### src/rtl/ram_stream_buffer_if.sv
// ---------------------------------------------------------------------------
// ram_stream_buffer_if
//
// Purpose: bundles every non-clock signal of ram_stream_buffer: the input
// stream, the output stream, the single-port RAM port and the frame status.
//
// Signals:
//   s_data/s_valid/s_last/s_ready  input stream (s_ready driven by controller)
//   m_data/m_valid/m_last/m_ready  output stream (m_ready driven by consumer)
//   ram_data/ram_addr/ram_we       controller -> RAM
//   ram_q                          RAM -> controller (registered-address read)
//   frame_len/trunc                status of the resident frame
//
// Modports:
//   master  the controller (ram_stream_buffer)
//   slave   its surroundings: upstream source, downstream sink and the RAM
// ---------------------------------------------------------------------------
interface ram_stream_buffer_if #(
  parameter int ADDR_W = 6,
  parameter int DATA_W = 8
);

  logic [DATA_W-1:0] s_data;
  logic              s_valid;
  logic              s_last;
  logic              s_ready;

  logic [DATA_W-1:0] m_data;
  logic              m_valid;
  logic              m_last;
  logic              m_ready;

  logic [DATA_W-1:0] ram_data;
  logic [ADDR_W-1:0] ram_addr;
  logic              ram_we;
  logic [DATA_W-1:0] ram_q;

  logic [ADDR_W:0]   frame_len;
  logic              trunc;

  modport master (
    input  s_data, s_valid, s_last, m_ready, ram_q,
    output s_ready, m_data, m_valid, m_last,
           ram_data, ram_addr, ram_we, frame_len, trunc
  );

  modport slave (
    output s_data, s_valid, s_last, m_ready, ram_q,
    input  s_ready, m_data, m_valid, m_last,
           ram_data, ram_addr, ram_we, frame_len, trunc
  );

endinterface

### src/rtl/ram_stream_buffer.sv
// ---------------------------------------------------------------------------
// ram_stream_buffer
//
// Purpose: single-frame stream buffer in front of a single-port RAM whose
// read data appears one cycle after the address is registered. A frame is
// written to addresses 0.. on the input stream, then read back in order on
// the output stream; only one frame is resident at a time.
//
// Ports:
//   clk    rising-edge clock
//   rst_n  asynchronous active-low reset
//   bus    ram_stream_buffer_if.master: s_* input stream, m_* output stream,
//          ram_* RAM port, frame_len / trunc status of the resident frame
//
// Parameters: ADDR_W (RAM address width), DATA_W (word width),
//             DEPTH (RAM words, must be 2**ADDR_W).
// ---------------------------------------------------------------------------
module ram_stream_buffer #(
  parameter int ADDR_W = 6,
  parameter int DATA_W = 8,
  parameter int DEPTH  = 64
) (
  input  logic                clk,
  input  logic                rst_n,
  ram_stream_buffer_if.master bus
);

  typedef enum logic [1:0] {
    FILL     = 2'd0,
    RD_ISSUE = 2'd1,
    RD_CAPT  = 2'd2,
    RD_HOLD  = 2'd3
  } state_e;

  // Pointer value of the last RAM slot; accepting a word here fills the RAM.
  localparam logic [ADDR_W:0] LAST_SLOT = (ADDR_W+1)'(DEPTH - 1);

  state_e            state_q, state_d;
  logic [ADDR_W:0]   wr_ptr_q, wr_ptr_d;
  logic [ADDR_W:0]   rd_ptr_q, rd_ptr_d;
  logic [ADDR_W:0]   frame_len_q, frame_len_d;
  logic              trunc_q, trunc_d;
  logic [DATA_W-1:0] m_data_q, m_data_d;
  logic              m_valid_q, m_valid_d;
  logic              m_last_q, m_last_d;

  logic              s_ready;
  logic              accept;
  logic              ram_we;
  logic [ADDR_W-1:0] ram_addr;

  // -------------------------------------------------------------------------
  // State register
  // -------------------------------------------------------------------------
  always_ff @(posedge clk or negedge rst_n) begin
    if (!rst_n) begin
      state_q     <= FILL;
      wr_ptr_q    <= '0;
      rd_ptr_q    <= '0;
      frame_len_q <= '0;
      trunc_q     <= 1'b0;
      m_data_q    <= '0;
      m_valid_q   <= 1'b0;
      m_last_q    <= 1'b0;
    end else begin
      state_q     <= state_d;
      wr_ptr_q    <= wr_ptr_d;
      rd_ptr_q    <= rd_ptr_d;
      frame_len_q <= frame_len_d;
      trunc_q     <= trunc_d;
      m_data_q    <= m_data_d;
      m_valid_q   <= m_valid_d;
      m_last_q    <= m_last_d;
    end
  end

  // -------------------------------------------------------------------------
  // Next-state and combinational outputs
  // -------------------------------------------------------------------------
  always_comb begin
    state_d     = state_q;
    wr_ptr_d    = wr_ptr_q;
    rd_ptr_d    = rd_ptr_q;
    frame_len_d = frame_len_q;
    trunc_d     = trunc_q;
    m_data_d    = m_data_q;
    m_valid_d   = m_valid_q;
    m_last_d    = m_last_q;
    s_ready     = 1'b0;
    accept      = 1'b0;
    ram_we      = 1'b0;
    ram_addr    = rd_ptr_q[ADDR_W-1:0];

    unique case (state_q)
      FILL: begin
        // rst_n gating keeps the stream closed and the RAM write-protected
        // while reset is held, even though the state already reads FILL.
        s_ready  = rst_n;
        ram_we   = bus.s_valid & rst_n;
        ram_addr = wr_ptr_q[ADDR_W-1:0];
        accept   = bus.s_valid & s_ready;
        if (accept) begin
          wr_ptr_d = wr_ptr_q + 1'b1;
          if (bus.s_last || (wr_ptr_q == LAST_SLOT)) begin
            frame_len_d = wr_ptr_q + 1'b1;
            trunc_d     = ~bus.s_last;
            rd_ptr_d    = '0;
            state_d     = RD_ISSUE;
          end
        end
      end

      RD_ISSUE: begin
        // Address is registered by the RAM at the end of this cycle.
        state_d = RD_CAPT;
      end

      RD_CAPT: begin
        // ram_q now reflects rd_ptr; capture it into the output register.
        m_data_d  = bus.ram_q;
        m_valid_d = 1'b1;
        m_last_d  = (rd_ptr_q == (frame_len_q - 1'b1));
        state_d   = RD_HOLD;
      end

      RD_HOLD: begin
        if (bus.m_ready) begin
          m_valid_d = 1'b0;
          m_last_d  = 1'b0;
          if (m_last_q) begin
            wr_ptr_d = '0;
            state_d  = FILL;
          end else begin
            rd_ptr_d = rd_ptr_q + 1'b1;
            state_d  = RD_ISSUE;
          end
        end
      end

      default: begin
        state_d = FILL;
      end
    endcase
  end

  // -------------------------------------------------------------------------
  // Output wiring
  // -------------------------------------------------------------------------
  assign bus.s_ready   = s_ready;
  assign bus.ram_we    = ram_we;
  assign bus.ram_addr  = ram_addr;
  assign bus.ram_data  = bus.s_data;
  assign bus.m_data    = m_data_q;
  assign bus.m_valid   = m_valid_q;
  assign bus.m_last    = m_last_q;
  assign bus.frame_len = frame_len_q;
  assign bus.trunc     = trunc_q;

endmodule

### src/flat_wrapper.sv
// flat-port wrapper written by rule: the top's interface ports become plain ports
module ram_stream_buffer_flat 
#(
  parameter int ADDR_W = 6,
  parameter int DATA_W = 8,
  parameter int DEPTH  = 64
)
  (clk, rst_n, bus_s_data, bus_s_valid, bus_s_last, bus_m_ready, bus_ram_q, bus_s_ready, bus_m_data, bus_m_valid, bus_m_last, bus_ram_data, bus_ram_addr, bus_ram_we, bus_frame_len, bus_trunc);
  ram_stream_buffer_if #(.ADDR_W(ADDR_W), .DATA_W(DATA_W)) bus_i ();
  input  logic clk;
  input  logic rst_n;
  input wire logic [$bits(bus_i.s_data)-1:0] bus_s_data;
  input wire logic [$bits(bus_i.s_valid)-1:0] bus_s_valid;
  input wire logic [$bits(bus_i.s_last)-1:0] bus_s_last;
  input wire logic [$bits(bus_i.m_ready)-1:0] bus_m_ready;
  input wire logic [$bits(bus_i.ram_q)-1:0] bus_ram_q;
  output wire logic [$bits(bus_i.s_ready)-1:0] bus_s_ready;
  output wire logic [$bits(bus_i.m_data)-1:0] bus_m_data;
  output wire logic [$bits(bus_i.m_valid)-1:0] bus_m_valid;
  output wire logic [$bits(bus_i.m_last)-1:0] bus_m_last;
  output wire logic [$bits(bus_i.ram_data)-1:0] bus_ram_data;
  output wire logic [$bits(bus_i.ram_addr)-1:0] bus_ram_addr;
  output wire logic [$bits(bus_i.ram_we)-1:0] bus_ram_we;
  output wire logic [$bits(bus_i.frame_len)-1:0] bus_frame_len;
  output wire logic [$bits(bus_i.trunc)-1:0] bus_trunc;
  assign bus_i.s_data = bus_s_data;
  assign bus_i.s_valid = bus_s_valid;
  assign bus_i.s_last = bus_s_last;
  assign bus_i.m_ready = bus_m_ready;
  assign bus_i.ram_q = bus_ram_q;
  assign bus_s_ready = bus_i.s_ready;
  assign bus_m_data = bus_i.m_data;
  assign bus_m_valid = bus_i.m_valid;
  assign bus_m_last = bus_i.m_last;
  assign bus_ram_data = bus_i.ram_data;
  assign bus_ram_addr = bus_i.ram_addr;
  assign bus_ram_we = bus_i.ram_we;
  assign bus_frame_len = bus_i.frame_len;
  assign bus_trunc = bus_i.trunc;
  ram_stream_buffer #(.ADDR_W(ADDR_W), .DATA_W(DATA_W), .DEPTH(DEPTH)) u_core (.clk(clk), .rst_n(rst_n), .bus(bus_i));
endmodule
### config.mk
export PLATFORM = sky130hd
export DESIGN_NAME = ram_stream_buffer_flat
export DESIGN_NICKNAME = d
export VERILOG_FILES = /design/src/rtl/ram_stream_buffer_if.sv /design/src/rtl/ram_stream_buffer.sv /design/src/flat_wrapper.sv
export SDC_FILE = /design/constraint.sdc
export NUM_CORES = 1
export LEC_CHECK = 0
export CORE_MARGIN = 8
export CORE_UTILIZATION = 50
export CTS_BUF_LIST = sky130_fd_sc_hd__clkbuf_4
export DETAILED_ROUTE_END_ITERATION = 16
export GPL_TIMING_DRIVEN = 0
export PLACE_DENSITY = 0.9
export SETUP_SLACK_MARGIN = 0.02
export SLEW_MARGIN = 25
export SYNTH_ARGS = -nofsm -noshare
export SYNTH_HDL_FRONTEND = slang
export SYNTH_SLANG_ARGS = --single-unit
### constraint.sdc
create_clock -name clk -period 2.7 [get_ports clk]
set_clock_uncertainty 0.1 [all_clocks]
set_input_delay 0.405 -clock clk [delete_from_list [all_inputs] [get_ports clk]]
set_output_delay 0.405 -clock clk [all_outputs]
set_load 0.02 [all_outputs]
==> results of run 1 <==
[critical path, cell delays in order, from the launching register on]
cell,delay [ps]
dfrtp_1,420
inv_1,100
ha_1,260
buf_4,230
and2_1,140
clkdlybuf4s50_1,590
[state kept, by name, indices dropped and copies added (netlist names)]
register and cells:
u_core.bus.trunc 1, u_core.wr_ptr_q 7, u_core.bus.m_data 8, u_core.bus.m_valid 1
u_core.bus.frame_len 7, u_core.rd_ptr_q 7, u_core.bus.m_last 1, u_core.state_q 2
[per-stage QoR]
stage / total power, mW / utilization
global route: 2.58 / 0.660
detailed placement: 2.18 / 0.644
global placement: 2.12 / 0.640
floorplan: 1.67 / -
finish: 2.42 / 0.660
CTS: 2.43 / 0.661
[area by class of cell]
class / count / area (um2)
Timing Repair Buffer: 49 / 485
Clock buffer: 5 / 37.5
Tap cell: 50 / 62.6
Clock inverter: 3 / 11.3
Fill cell: 314 / 1330
Multi-Input combinational cell: 140 / 1020
Sequential cell: 34 / 851
Inverter: 6 / 22.5
Buffer: 14 / 88.8
[cell usage after synthesis (2+ instances only)]
cell and count:
o221ai_1 4, inv_1 6, xor2_1 6, nor3_1 3, a22o_1 3, dfrtp_1 34, a21oi_1 6, a21boi_0 2
clkbuf_1 2, buf_4 8, nor2_1 6, o21ai_0 19, nand3b_1 4, nor2b_1 2, nand4b_1 2, nand2_1 14
mux2_2 19, or3_1 2, nand2b_1 6, o211ai_1 2, xnor2_1 8, ha_1 6, buf_1 2, nand3_1 5
and3_1 4
[where the power goes]
part / total [mW] / switching [mW] / internal, mW
Clock: 0.267 / 0.174 / 0.0927
Combinational: 1.31 / 0.674 / 0.635
Sequential: 0.841 / 0.173 / 0.668
[logic make-up (layout without fill, tap and decap cells)]
group | Yosys count | count (layout) | share of synthesized area
muxes | 20 | 20 | 0.113
xor gates and xnor gates | 14 | 14 | 0.0618
adders and majority gates | 6 | 6 | 0.0379
buffers and inverters | 20 | 77 | 0.0543
AOI/OAI and AO/OA | 45 | 45 | 0.150
and+or+nand+nor | 55 | 55 | 0.155
DFF | 34 | 34 | 0.429
[worst min-delay path by stage]
| stage | to | cells after the start |
|---|---|---|
| after floorplan | u_core.bus.frame_len[0]$_DFFE_PN0P_ | 0 |
| after global placement | u_core.wr_ptr_q[6]$_DFFE_PN0P_ | 1 |
| after detailed placement | u_core.bus.m_valid$_DFFE_PN0P_ | 1 |
| after CTS | u_core.bus.m_data[5]$_DFFE_PN0P_ | 1 |
| after global routing | u_core.rd_ptr_q[2]$_DFFE_PN0P_ | 3 |
| final | u_core.rd_ptr_q[2]$_DFFE_PN0P_ | 3 |
[metal layers]
metal | track usage | vias to the layer above | wire length [um]
met5 | 0 | - | 0
met4 | 0.0667 | 0 | 48
met3 | 0.0497 | 6 | 388
met2 | 0.276 | 60 | 2370
met1 | 0.194 | 820 | 2200
li1 | - | 802 | -
[timing repair]
action	CTS	global route
gates resized for setup	8	1
setup buffers	0	0
endpoints found under the hold margin	12	0
hold buffers	2	0
setup endpoints to repair	7	1
==> results.toml, run 1 <==
[critical_path]
criticalPathCategory = "register to primary output"
reg2reg_slack_ps = 590
r2r_cells = 5
r2r-end = "u_core.rd_ptr_q[6]$_DFFE_PN0P_"
cp_data_arrival_time_ps = 2080
crit_path_start = "u_core.state_q[0]$_DFFE_PN0P_"
regToRegStartpoint = "u_core.wr_ptr_q[0]$_DFFE_PN0P_"
crit_end = "bus_s_ready"
crit_path_start_kind = "register"
cp_max_fo = 10
required_ps = 2190
endpoint_kind = "primary output"

[timing]
slew_violations = 0
layout_setup_ws_ps = 112
fin_crit_sh = 0.959
maxSlewHeadroom = 0.636
setup_violations = 0
grt_setup_unrepaired = "false"
min_period_ps = 2590
tightest_slew_ps = 545
fin_tns_setup_ps = 0
fin_hold_ws_ps = 156
hold_viol = 0
fmax_mhz = 386

[cts]
clock_latency_ps = 340
htreeDepth = 2
cts_buffers = 5
cts_sinks = 34
clock_path_buffers = 2
clk_pin_slew_worst_paths_ps = 100
cts_tree = "built"
cts_root_buf = "clkbuf_4"

[synth]
ys_seq_area_frac = 0.429
syn_inst = 194
synth_top_area_cell = "dfrtp_1"
yosys.area.top_type_share = 0.429
synth_async_sr_flop_share = 1.00
synth_cell_types = 44
synthFlopType = "dfrtp_1"
synth.ff_latch_count = 34
synth_area_leaders = "dfrtp_1, mux2_2, o21ai_0, ha_1, xnor2_1"
synth_area_per_cell_um2 = 10.2
synthesis.area_um2 = 1980
synth_nets = 221
synth_edf_count = 0
ys_warn_count = 0

[floorplan]
initial_utilization = 0.507
fp.dieH_um = 79.0
core_um2 = 3910
rows = 23
dieArea_um2 = 6240
pin_count = 55
fp.dieW_um = 79.0

[pwr]
leakage_nw = 1.18
vdd_ir_drop_max_v = 0.000473
powerDensity_nw_per_um2 = 935

[layout]
final_common_cell = "clkdlybuf4s50_1"
area_growth_pct = 30.3
finalNetCount = 277
insertedDiodeCount = 0
design_area_um2 = 2580
drive_above_1_share = 0.175
final_cell_mix = "clkdlybuf4s50_1, dfrtp_1, mux2_2, o21ai_0, nand2_1"
final_cells = 301

[routing]
ant_nets = 0
routed_wl_um = 5000
wl_per_cell_um = 16.6
vias = 1688
drt_iter0_markers = 70
drcViolationCount = 0
via_per_inst = 5.61
dr.pass1.iters = 4

[placement]
placed_area_um2 = 2520
port_buffers = 46
place_ws_ps = 63.6
place.gp.congestion = 0.793
post-place-cells = 291
hpwl_um = 3720

[global_route]
grt_pass1_vias = 1718
track_usage = 0.166
overflow = 0
grt_max_degree = 23
grt_pass1_wl_um = 8250
antenna_found_initial = 0

[run]
maxCapViolCount = 0

[status]
status = "finished clean"

[worst_hold_path]
hold_path_class = "input port to async pin"
(Power assumes the default switching activity.)
==> run 2, diff against run 1 <==
Settings changed: CORE_UTILIZATION 50 to 53, PLACE_DENSITY 0.9 to 0.94.
==> run 2 against run 1 <==
  * First-iteration DRC count rose by 100%
  * Wire length shrank 3.7%
  * Power rose by 4.7%
  * Sequential share of layout area fell by 0.58 points
  * Core utilization up 6.4 points
  * Setup slack improved by 45 ps
  * Hold slack better by 260 ps
  * Highest routed layer unchanged
==> results.toml, run 2 (same netlist as run 1, synthesis figures left out) <==
[critical_path]
regToRegStartpoint = "u_core.wr_ptr_q[0]$_DFFE_PN0P_"
required_ps = 2190
reg2reg_slack_ps = 620
r2r-end = "u_core.rd_ptr_q[3]$_DFFE_PN0P_"
criticalPathCategory = "register to primary output"
cp_data_arrival_time_ps = 2040
crit_path_start_kind = "register"
cp_max_fo = 10
r2r_cells = 5
endpoint_kind = "primary output"

[cts]
htreeDepth = 2
cts_buffers = 5
clock_latency_ps = 350
cts_root_buf = "clkbuf_4"
clk_pin_slew_worst_paths_ps = 110
cts_tree = "built"
clock_path_buffers = 2
postCtsSetupRepairBufs = 0
cts_sinks = 34

[timing]
fin_tns_setup_ps = 0
fmax_mhz = 393
fin_crit_sh = 0.942
min_period_ps = 2540
grt_setup_unrepaired = "false"
slew_violations = 0
fin_hold_ws_ps = 418
tightest_slew_ps = 591
hold_viol = 0
setup_violations = 0
maxSlewHeadroom = 0.605

[layout]
insertedDiodeCount = 0
largest_reg_flops = 8
design_area_um2 = 2630
drive_above_1_share = 0.187
final_cell_mix = "clkdlybuf4s50_1, dfrtp_1, mux2_2, o21ai_0, nand2_1"
final_cells = 299
finalNetCount = 277
final_common_cell = "clkdlybuf4s50_1"
fillerInstances = 287
area_growth_pct = 32.6
multi_input_area_um2 = 1030
seqCellArea_um2 = 851

[routing]
drt_iter0_markers = 140
ant_nets = 0
drcViolationCount = 0
routed_wl_um = 4820
wl_per_cell_um = 16.1
via_per_inst = 5.66
vias = 1692
dr.pass1.iters = 4

[global_route]
grt_pass1_wl_um = 7960
overflow = 0
antenna_found_initial = 0
grt_max_degree = 24
track_usage = 0.162
grt_pass1_vias = 1678

[placement]
post-place-cells = 289
port_buffers = 46
hpwl_um = 3600
placed_area_um2 = 2530
place.gp.congestion = 0.833

[pwr]
powerDensity_nw_per_um2 = 962
leakage_nw = 1.20
finalPower_mw = 2.53
vdd_ir_drop_max_v = 0.000578

[floorplan]
core_um2 = 3630
dieArea_um2 = 5960
rows = 22
pin_count = 55
initial_utilization = 0.546
fp.dieW_um = 77.2
fp.dieH_um = 77.2

[worst_hold_path]
hold_depth = 1
hold_path_class = "register to register"
min_from = "u_core.bus.m_data[2]$_DFFE_PN0P_"
worstHoldEndpoint = "u_core.bus.m_data[2]$_DFFE_PN0P_"

[run]
maxCapViolCount = 0

[status]
status = "finished clean"
==> run 2: cell types whose count changed in the layout (fill, tap and decap cells not counted), sizes merged <==
cell         delta
clkinv          -3
clkinvlp        +2
dlygate4sd3     +1
bufinv          +1
buf             -1
==> run 2: how the worst max path moves through the flow <==
| stage | startpoint | end | slack (ps) |
|---|---|---|---|
| after floorplan | u_core.state_q[1]$_DFFE_PN0P_ | bus_ram_addr[0] | 800 |
| after global placement | rst_n | bus_ram_we | -1080 |
| after detailed placement | u_core.state_q[1]$_DFFE_PN0P_ | bus_ram_addr[1] | 110 |
| after CTS | u_core.state_q[1]$_DFFE_PN0P_ | bus_ram_we | 90 |
| after global routing | u_core.state_q[0]$_DFFE_PN0P_ | bus_s_ready | 50 |
| final | u_core.state_q[1]$_DFFE_PN0P_ | bus_s_ready | 160 |
==> run 2: final cells by class <==
class / instances / share of cell area
Clock buffer: 5 / 0.0143
Tap cell: 48 / 0.0228
Multi-Input combinational cell: 140 / 0.391
Clock inverter: 3 / 0.0171
Inverter: 6 / 0.00856
Buffer: 14 / 0.0338
Sequential cell: 34 / 0.324
Timing Repair Buffer: 49 / 0.189
==> run 2: worst max-delay path, stage by stage, from the launching register on <==
cell,delay [ps]
dfrtp_1,440
inv_1,100
ha_2,230
buf_4,190
and2_1,130
clkdlybuf4s50_1,590
==> run 2: stage by stage <==
stage           util  setup WS, ps
3_5_place_dp   0.695           113
4_1_cts        0.722          88.4
6_report       0.724           157
2_1_floorplan      -           803
5_1_grt        0.724          51.9
3_3_place_gp   0.689         -1080
==> run 2: power breakdown <==
group          internal [mW]  switching [mW]
sequential             0.668           0.160
clock                  0.194           0.192
combinational          0.640           0.676
==> run 2: metal layers <==
layer	part of all wire	track usage	vias to the layer above
met5	0	0	-
met4	0.014	0.0679	0
met3	0.069	0.0478	7
met2	0.46	0.270	76
met1	0.46	0.188	804
li1	-	-	805
==> run 2: repair_timing <==
action / in CTS / in global routing
endpoints found under the hold margin: 13 / 0
pin swaps: 0 / 0
endpoints found under the setup margin: 7 / 2
resized for setup: 8 / 2
hold buffers: 2 / 0
